<file path="config.mk">
export PLATFORM = sky130hd
export DESIGN_NAME = note_sequencer
export DESIGN_NICKNAME = d
export VERILOG_FILES = /design/src/rtl/note_sequencer.sv
export SDC_FILE = /design/constraint.sdc
export NUM_CORES = 1
export LEC_CHECK = 0
export BUFFER_PORTS_ARGS = -buffer_cell sky130_fd_sc_hd__buf_2
export CAP_MARGIN = 20
export CORE_ASPECT_RATIO = 0.5
export CORE_MARGIN = 2
export CORE_UTILIZATION = 35
export CTS_CLUSTER_DIAMETER = 100
export DETAILED_ROUTE_END_ITERATION = 10
export PLACE_DENSITY_LB_ADDON = 0.25
export SYNTH_ARGS = -nofsm -noshare
export SYNTH_HDL_FRONTEND = slang
export SYNTH_SLANG_ARGS = --single-unit
export TNS_END_PERCENT = 20
</file>
<file path="constraint.sdc">
create_clock -name clk_in -period 3.5 [get_ports clk_in]
set_clock_uncertainty 0.2 [all_clocks]
set_input_delay 0.525 -clock clk_in [delete_from_list [all_inputs] [get_ports clk_in]]
set_output_delay 0.525 -clock clk_in [all_outputs]
set_load 0.02 [all_outputs]
</file>
<file path="src/rtl/note_sequencer.sv">
// rtl/note_sequencer.sv - queued note events replayed as a tick-paced note-index stream (optional ARTICULATION_GAP_EN)
module note_sequencer #(
  parameter int BPM         = 60,
  parameter int SAMPLE_RATE = 17000,
  parameter int FIFO_DEPTH  = 8,
  parameter int GAP_SAMPLES = 64
) (
  input  logic                          clk_in,
  input  logic                          rst_in,
  input  logic                          sample_tick,
  input  logic                          note_valid,
  input  logic [5:0]                    note_tone,
  input  logic [1:0]                    note_dur,
  output logic                          note_ready,
  output logic [5:0]                    note_index,
  output logic                          note_index_ready,
  output logic                          playing,
  output logic [$clog2(FIFO_DEPTH):0]   fifo_count
);

  localparam int Q    = SAMPLE_RATE * 60 / BPM;
  // counter spans the longest note and the longest gap
  localparam int SPAN = (GAP_SAMPLES > 4 * Q) ? GAP_SAMPLES : 4 * Q;
  localparam int CW   = $clog2(SPAN + 1);
  localparam int AW   = $clog2(FIFO_DEPTH);
  localparam int OW   = AW + 1;

  // counter value on a note's final sample, per duration class
  localparam logic [CW-1:0] LAST_EIGHTH  = CW'((Q >> 1) - 1);
  localparam logic [CW-1:0] LAST_QUARTER = CW'(Q - 1);
  localparam logic [CW-1:0] LAST_HALF    = CW'((Q << 1) - 1);
  localparam logic [CW-1:0] LAST_WHOLE   = CW'((Q << 2) - 1);
  localparam logic [OW-1:0] DEPTH_C      = OW'(FIFO_DEPTH);

`ifdef ARTICULATION_GAP_EN
  localparam logic [CW-1:0] LAST_GAP = CW'(GAP_SAMPLES - 1);
  typedef enum logic [1:0] {S_IDLE, S_PLAY, S_GAP} state_t;
`else
  typedef enum logic {S_IDLE, S_PLAY} state_t;
`endif

  state_t          state_q, state_d;
  logic [CW-1:0]   cnt_q, cnt_d;
  logic [5:0]      tone_q, tone_d;
  logic [1:0]      dur_q, dur_d;
  logic [5:0]      idx_q, idx_d;
  logic            strb_q, strb_d;
`ifdef ARTICULATION_GAP_EN
  logic [5:0]      prev_q, prev_d;
`endif

  logic [7:0]      mem [FIFO_DEPTH];
  logic [AW-1:0]   wr_q, rd_q;
  logic [OW-1:0]   count_q, count_d;
  logic            ready_q, ready_d;
  logic            push, pop, load, have;
  logic [5:0]      head_tone;
  logic [1:0]      head_dur;
  logic [CW-1:0]   last_cnt;

  assign head_tone = mem[rd_q][7:2];
  assign head_dur  = mem[rd_q][1:0];
  assign have      = (count_q != '0);

  // select final-sample counter value for the note being played
  always_comb begin
    last_cnt = LAST_QUARTER;
    case (dur_q)
      2'd0:    last_cnt = LAST_EIGHTH;
      2'd1:    last_cnt = LAST_QUARTER;
      2'd2:    last_cnt = LAST_HALF;
      default: last_cnt = LAST_WHOLE;
    endcase
  end

  // FIFO occupancy next state; ready reflects occupancy after this cycle's push/pop
  always_comb begin
    push    = note_valid & ready_q;
    count_d = count_q;
    if (push && !pop) begin
      count_d = count_q + OW'(1);
    end else if (pop && !push) begin
      count_d = count_q - OW'(1);
    end
    ready_d = (count_d < DEPTH_C);
  end

  // playback FSM: next state, sample emission and head-of-queue pops
  always_comb begin
    state_d = state_q;
    cnt_d   = cnt_q;
    tone_d  = tone_q;
    dur_d   = dur_q;
    idx_d   = idx_q;
    strb_d  = 1'b0;
    load    = 1'b0;
`ifdef ARTICULATION_GAP_EN
    prev_d  = prev_q;
`endif
    case (state_q)
      S_IDLE: begin
        // keep the stream alive with rests so downstream can close the last note
        if (sample_tick) begin
          idx_d  = '0;
          strb_d = 1'b1;
        end
        if (have) begin
          load = 1'b1;
        end
      end
      S_PLAY: begin
        if (sample_tick) begin
          idx_d  = tone_q;
          strb_d = 1'b1;
          if (cnt_q == last_cnt) begin
            // last sample: chain straight into the next note with no gap tick
            if (have) begin
              load = 1'b1;
            end else begin
              state_d = S_IDLE;
              cnt_d   = '0;
            end
          end else begin
            cnt_d = cnt_q + CW'(1);
          end
        end
      end
`ifdef ARTICULATION_GAP_EN
      S_GAP: begin
        if (sample_tick) begin
          idx_d  = '0;
          strb_d = 1'b1;
          if (cnt_q == LAST_GAP) begin
            state_d = S_PLAY;
            cnt_d   = '0;
          end else begin
            cnt_d = cnt_q + CW'(1);
          end
        end
      end
`endif
      default: state_d = S_IDLE;
    endcase

    if (load) begin
      tone_d  = head_tone;
      dur_d   = head_dur;
      cnt_d   = '0;
      state_d = S_PLAY;
`ifdef ARTICULATION_GAP_EN
      // separate a repeated pitched tone so the detector sees two notes
      prev_d = head_tone;
      if ((head_tone != 6'd0) && (head_tone == prev_q)) begin
        state_d = S_GAP;
      end
`endif
    end
    pop = load;
  end

  // playback registers
  always_ff @(posedge clk_in or posedge rst_in) begin
    if (rst_in) begin
      state_q <= S_IDLE;
      cnt_q   <= '0;
      tone_q  <= '0;
      dur_q   <= '0;
      idx_q   <= '0;
      strb_q  <= 1'b0;
`ifdef ARTICULATION_GAP_EN
      prev_q  <= '0;
`endif
    end else begin
      state_q <= state_d;
      cnt_q   <= cnt_d;
      tone_q  <= tone_d;
      dur_q   <= dur_d;
      idx_q   <= idx_d;
      strb_q  <= strb_d;
`ifdef ARTICULATION_GAP_EN
      prev_q  <= prev_d;
`endif
    end
  end

  // FIFO storage; entries are only read while occupied, so no reset needed
  always_ff @(posedge clk_in) begin
    if (push) begin
      mem[wr_q] <= {note_tone, note_dur};
    end
  end

  // FIFO pointers, occupancy and registered ready
  always_ff @(posedge clk_in or posedge rst_in) begin
    if (rst_in) begin
      wr_q    <= '0;
      rd_q    <= '0;
      count_q <= '0;
      ready_q <= 1'b0;
    end else begin
      if (push) wr_q <= wr_q + AW'(1);
      if (pop)  rd_q <= rd_q + AW'(1);
      count_q <= count_d;
      ready_q <= ready_d;
    end
  end

  assign note_ready       = ready_q;
  assign fifo_count       = count_q;
  assign note_index       = idx_q;
  assign note_index_ready = strb_q;
  assign playing          = (state_q != S_IDLE);

endmodule
</file>
==> results.yml <==
power:
  max-vdd-ir-drop_mv: 0.2174
  p_sw_uw: 918.7
  power.density_mw_per_mm2: 559.9
  power_mw: 3.169
  power_frac_clock_pct: 30.9
  combPwrFrac_pct: 16.5
  sw_frac_of_total_pct: 28.99
  p_int_mw: 2.250
  leakagePower_nw: 2.207
  seqPwrFrac_pct: 52.6
worst_setup_path:
  cp-start-kind: "flip-flop"
  cp_slowest_cell: "dfrtp_1"
  reg2reg_setup_slack_ns: 0.23
  cp_data_required_time_ns: 3.54
  crit_top_cell: "ha_1"
  cp_top_family: "compound AO/OA/AOI/OAI gates"
  crit_buf_inv: 1
  cp-end-kind: "flip-flop"
  cpPeakStageDelay_ns: 0.40
  arrival_ns: 3.31
  crit_type: "reg -> reg"
  worstPathMaxFanout: 9
  crit_chain: "inv_1, ha_1, nand4bb_1, a211oi_1, nand4_2, o32a_1, ha_1, nand3_1, o21ai_0, a221o_1, mux2_2"
yosys:
  synth_xor_area_share_pct: 1.601
  synth-seq-cells: 108
  synth_top_family_by_area: "multiplexers"
  synth_area_sq_mm: 0.004923
  synthCells: 366
  ys_warn_count: 0
  synth_cell_types: 48
  yosys.area_share.adder_pct: 3.050
  yosys.area.top_type: "edfxtp_1"
  synth_area_leaders: "edfxtp_1, dfrtp_1, mux4_2"
  synth-edff-count: 64
  yosysSeqAreaShare_pct: 61.40
  synth_top_flop_cell: "edfxtp_1"
  synth_area_per_cell_sq_um: 13.45
  synthSimpleGateAreaFrac_pct: 11.49
  synth_top_area_share_pct: 39.03
  synth_compound_area_share_pct: 7.141
  synth_nets: 390
  async_flop_share_pct: 40.74
  synth.area.mux_share_pct: 12.35
timing:
  drv_slew: 0
  slew_headroom_pct: 49.06
  grt_setup_unrepaired: "false"
  finalHoldViolCount: 0
  period_share_pct: 93.38
  period_minus_slack_ns: 3.268
  worst_slack_ns: 0.2319
  tightest_slew_ns: 0.7642
  clock.fmax_mhz: 306.0
  setup-tns-final_ns: 0
  finalSetupViolCount: 0
drt:
  post_drt_wl_per_cell_microns: 16.07
  postRouteAntennaNets: 0
  num_vias: 3026
  drtPass1Iterations: 5
  drc: 0
  drtIter0Drc: 181
  drt_wl_total_microns: 9643
  vias_per_cell: 5.043
clocking:
  cts_buffers: 9
  cts_root_buf: "clkbuf_16"
  clk_pin_slew_ns: 0.07
  cts_max_level: 3
  tritoncts: "built"
  cts_buffer_depth: 2
  post_cts_buffers: 0
  clock-sinks: 108
  insertion_delay_ns: 0.35
floorplanning:
  fp.coreArea_sq_mm: 0.01363
  die_w_microns: 171.7
  die_y_microns: 87.87
  die_area_sq_mm: 0.01509
  fp-row-count: 30
  initial_core_util_pct: 36.13
  io_pins: 25
global_route:
  grt_max_degree: 45
  antenna_found_initial: 0
  gr-total-overflow: 0
  gr-usage-all-layers_pct: 14.06
  grt_pass1_vias: 2941
  grt_pass1_wl_microns: 15880
worst_hold_path:
  holdCritPathClass: "in -> reg"
placed_design:
  hpwl_microns: 6375
  gp_congestion: 0.8005
  numPlacedInstances: 582
  pre_cts_ws_ns: 0.2462
  io_buffers: 24
outcome:
  status: "finished clean"
final_layout:
  fillers: 1259
  fin_nets: 427
  finalCoreUtilization_pct: 41.54
  multiInputGateArea_sq_mm: 0.001765
  final_cells: 600
  drive_gt1_share_pct: 23.28
  antenna_cells: 0
  regArea_sq_mm: 0.003023
  synthToLayoutAreaGrowth_pct: 14.97
flow_run:
  drv_cap: 0
==> synth_stat cells, drive strengths merged, types with 3 or more instances <==
cell / n
buf: 6
o311ai: 4
edfxtp: 64
nand3: 18
o2111ai: 3
nor2: 10
nand2: 42
ha: 12
mux2i: 6
nor4: 3
nor3: 9
and3: 4
o22ai: 4
xnor2: 5
mux2: 15
or3: 4
dfrtp: 44
nand2b: 6
inv: 16
a21oi: 6
clkbuf: 12
nand4: 5
xor2: 4
a211oi: 3
o21ai: 19
mux4: 16
and2: 4
==> stage by stage <==
stage	hold WS [ns]	instance area, sq um
2_1_floorplan	0.2573	4923
3_3_place_gp	0.2809	5339
3_5_place_dp	0.2924	5339
4_1_cts	0.2333	5625
5_1_grt	0.2375	5660
6_report	0.2419	5660
==> power by group through the flow <==
stage	registers (mW)	logic, mW	clock network (mW)
final	1.67	0.522	0.980
after global routing	1.69	0.592	1.06
after CTS	1.67	0.533	1.01
after detailed placement	1.69	0.534	0
after global placement	1.69	0.527	0
after floorplan	1.69	0.324	0
==> worst reg2reg max path, stage by stage (launching register included) <==
cell and delay, ns:
dfrtp_1 0.40, inv_1 0.10, ha_1 0.31, nand4bb_1 0.19, a211oi_1 0.29, nand4_2 0.14, o32a_1 0.40, ha_1 0.29
nand3_1 0.11, o21ai_0 0.07, a221o_1 0.37, mux2_2 0.26
==> sequential cells by signal, indices dropped and copies added, names as in the netlist, named ones only <==
name	count
tone_q	6
fifo_count	3
wr_q	3
note_ready	1
rd_q	3
note_index	6
mem	64
playing	1
dur_q	2
note_index_ready	1
cnt_q	17
==> layout make-up <==
class	instances	area share (%)
clock inverters	7	1.083
inverters	16	1.061
clock buffers	9	3.979
repair buffers	44	5.040
well taps	192	4.244
flip-flops and latches	108	53.40
multi-input cells	224	31.19
==> cell families after synthesis <==
logic type / after synthesis
AOI/OAI and AO/OA: 53
xor gates and xnor gates: 9
adders and majority gates: 12
buffers and inverters: 34
DFF: 108
muxes: 37
and+or+nand+nor: 113
==> cells in the final DEF, fill, tap and decap left out, drive strengths merged, types with 2 or more instances in the layout <==
master	n
a211oi	3
a21oi	6
a22o	2
a22oi	2
and2	4
and3	4
and4	2
buf	43
clkbuf	9
clkinv	2
dfrtp	44
edfxtp	64
ha	12
inv	21
mux2	15
mux2i	6
mux4	16
nand2	42
nand2b	6
nand3	18
nand4	5
nand4bb	2
nor2	10
nor3	9
nor4	3
o2111ai	3
o211ai	2
o21ai	19
o22ai	4
o311ai	4
or2	2
or3	4
xnor2	5
xor2	4
==> routing by layer <==
metal,up-vias,GRT usage [%],wire (microns)
li1,1445,-,-
met1,1535,18.98,4742
met5,-,0,0
met3,5,3.254,261
met2,41,23.15,4568
met4,0,3.820,72
==> path summary, 6_finish.rpt <==
kind / start / to / depth (start not counted)
min in group asynchronous: rst_in / cnt_q[0] / 3
setup / recovery: dur_q[0] / flip-flop / 11
hold / removal: note_tone[0] / mem[3][2] / 1
hold reg to reg: note_index[3] / note_index[3] / 1
max in group asynchronous: rst_in / wr_q[1] / 4
setup reg to reg: dur_q[0] / flip-flop / 11
==> repair_timing <==
action | CTS | global route
endpoints found under the hold margin | 0 | 1
setup endpoints to repair | 0 | 1
resized for setup | 0 | 1
hold buffers | 0 | 1
Power figures use the tool's default switching activity.
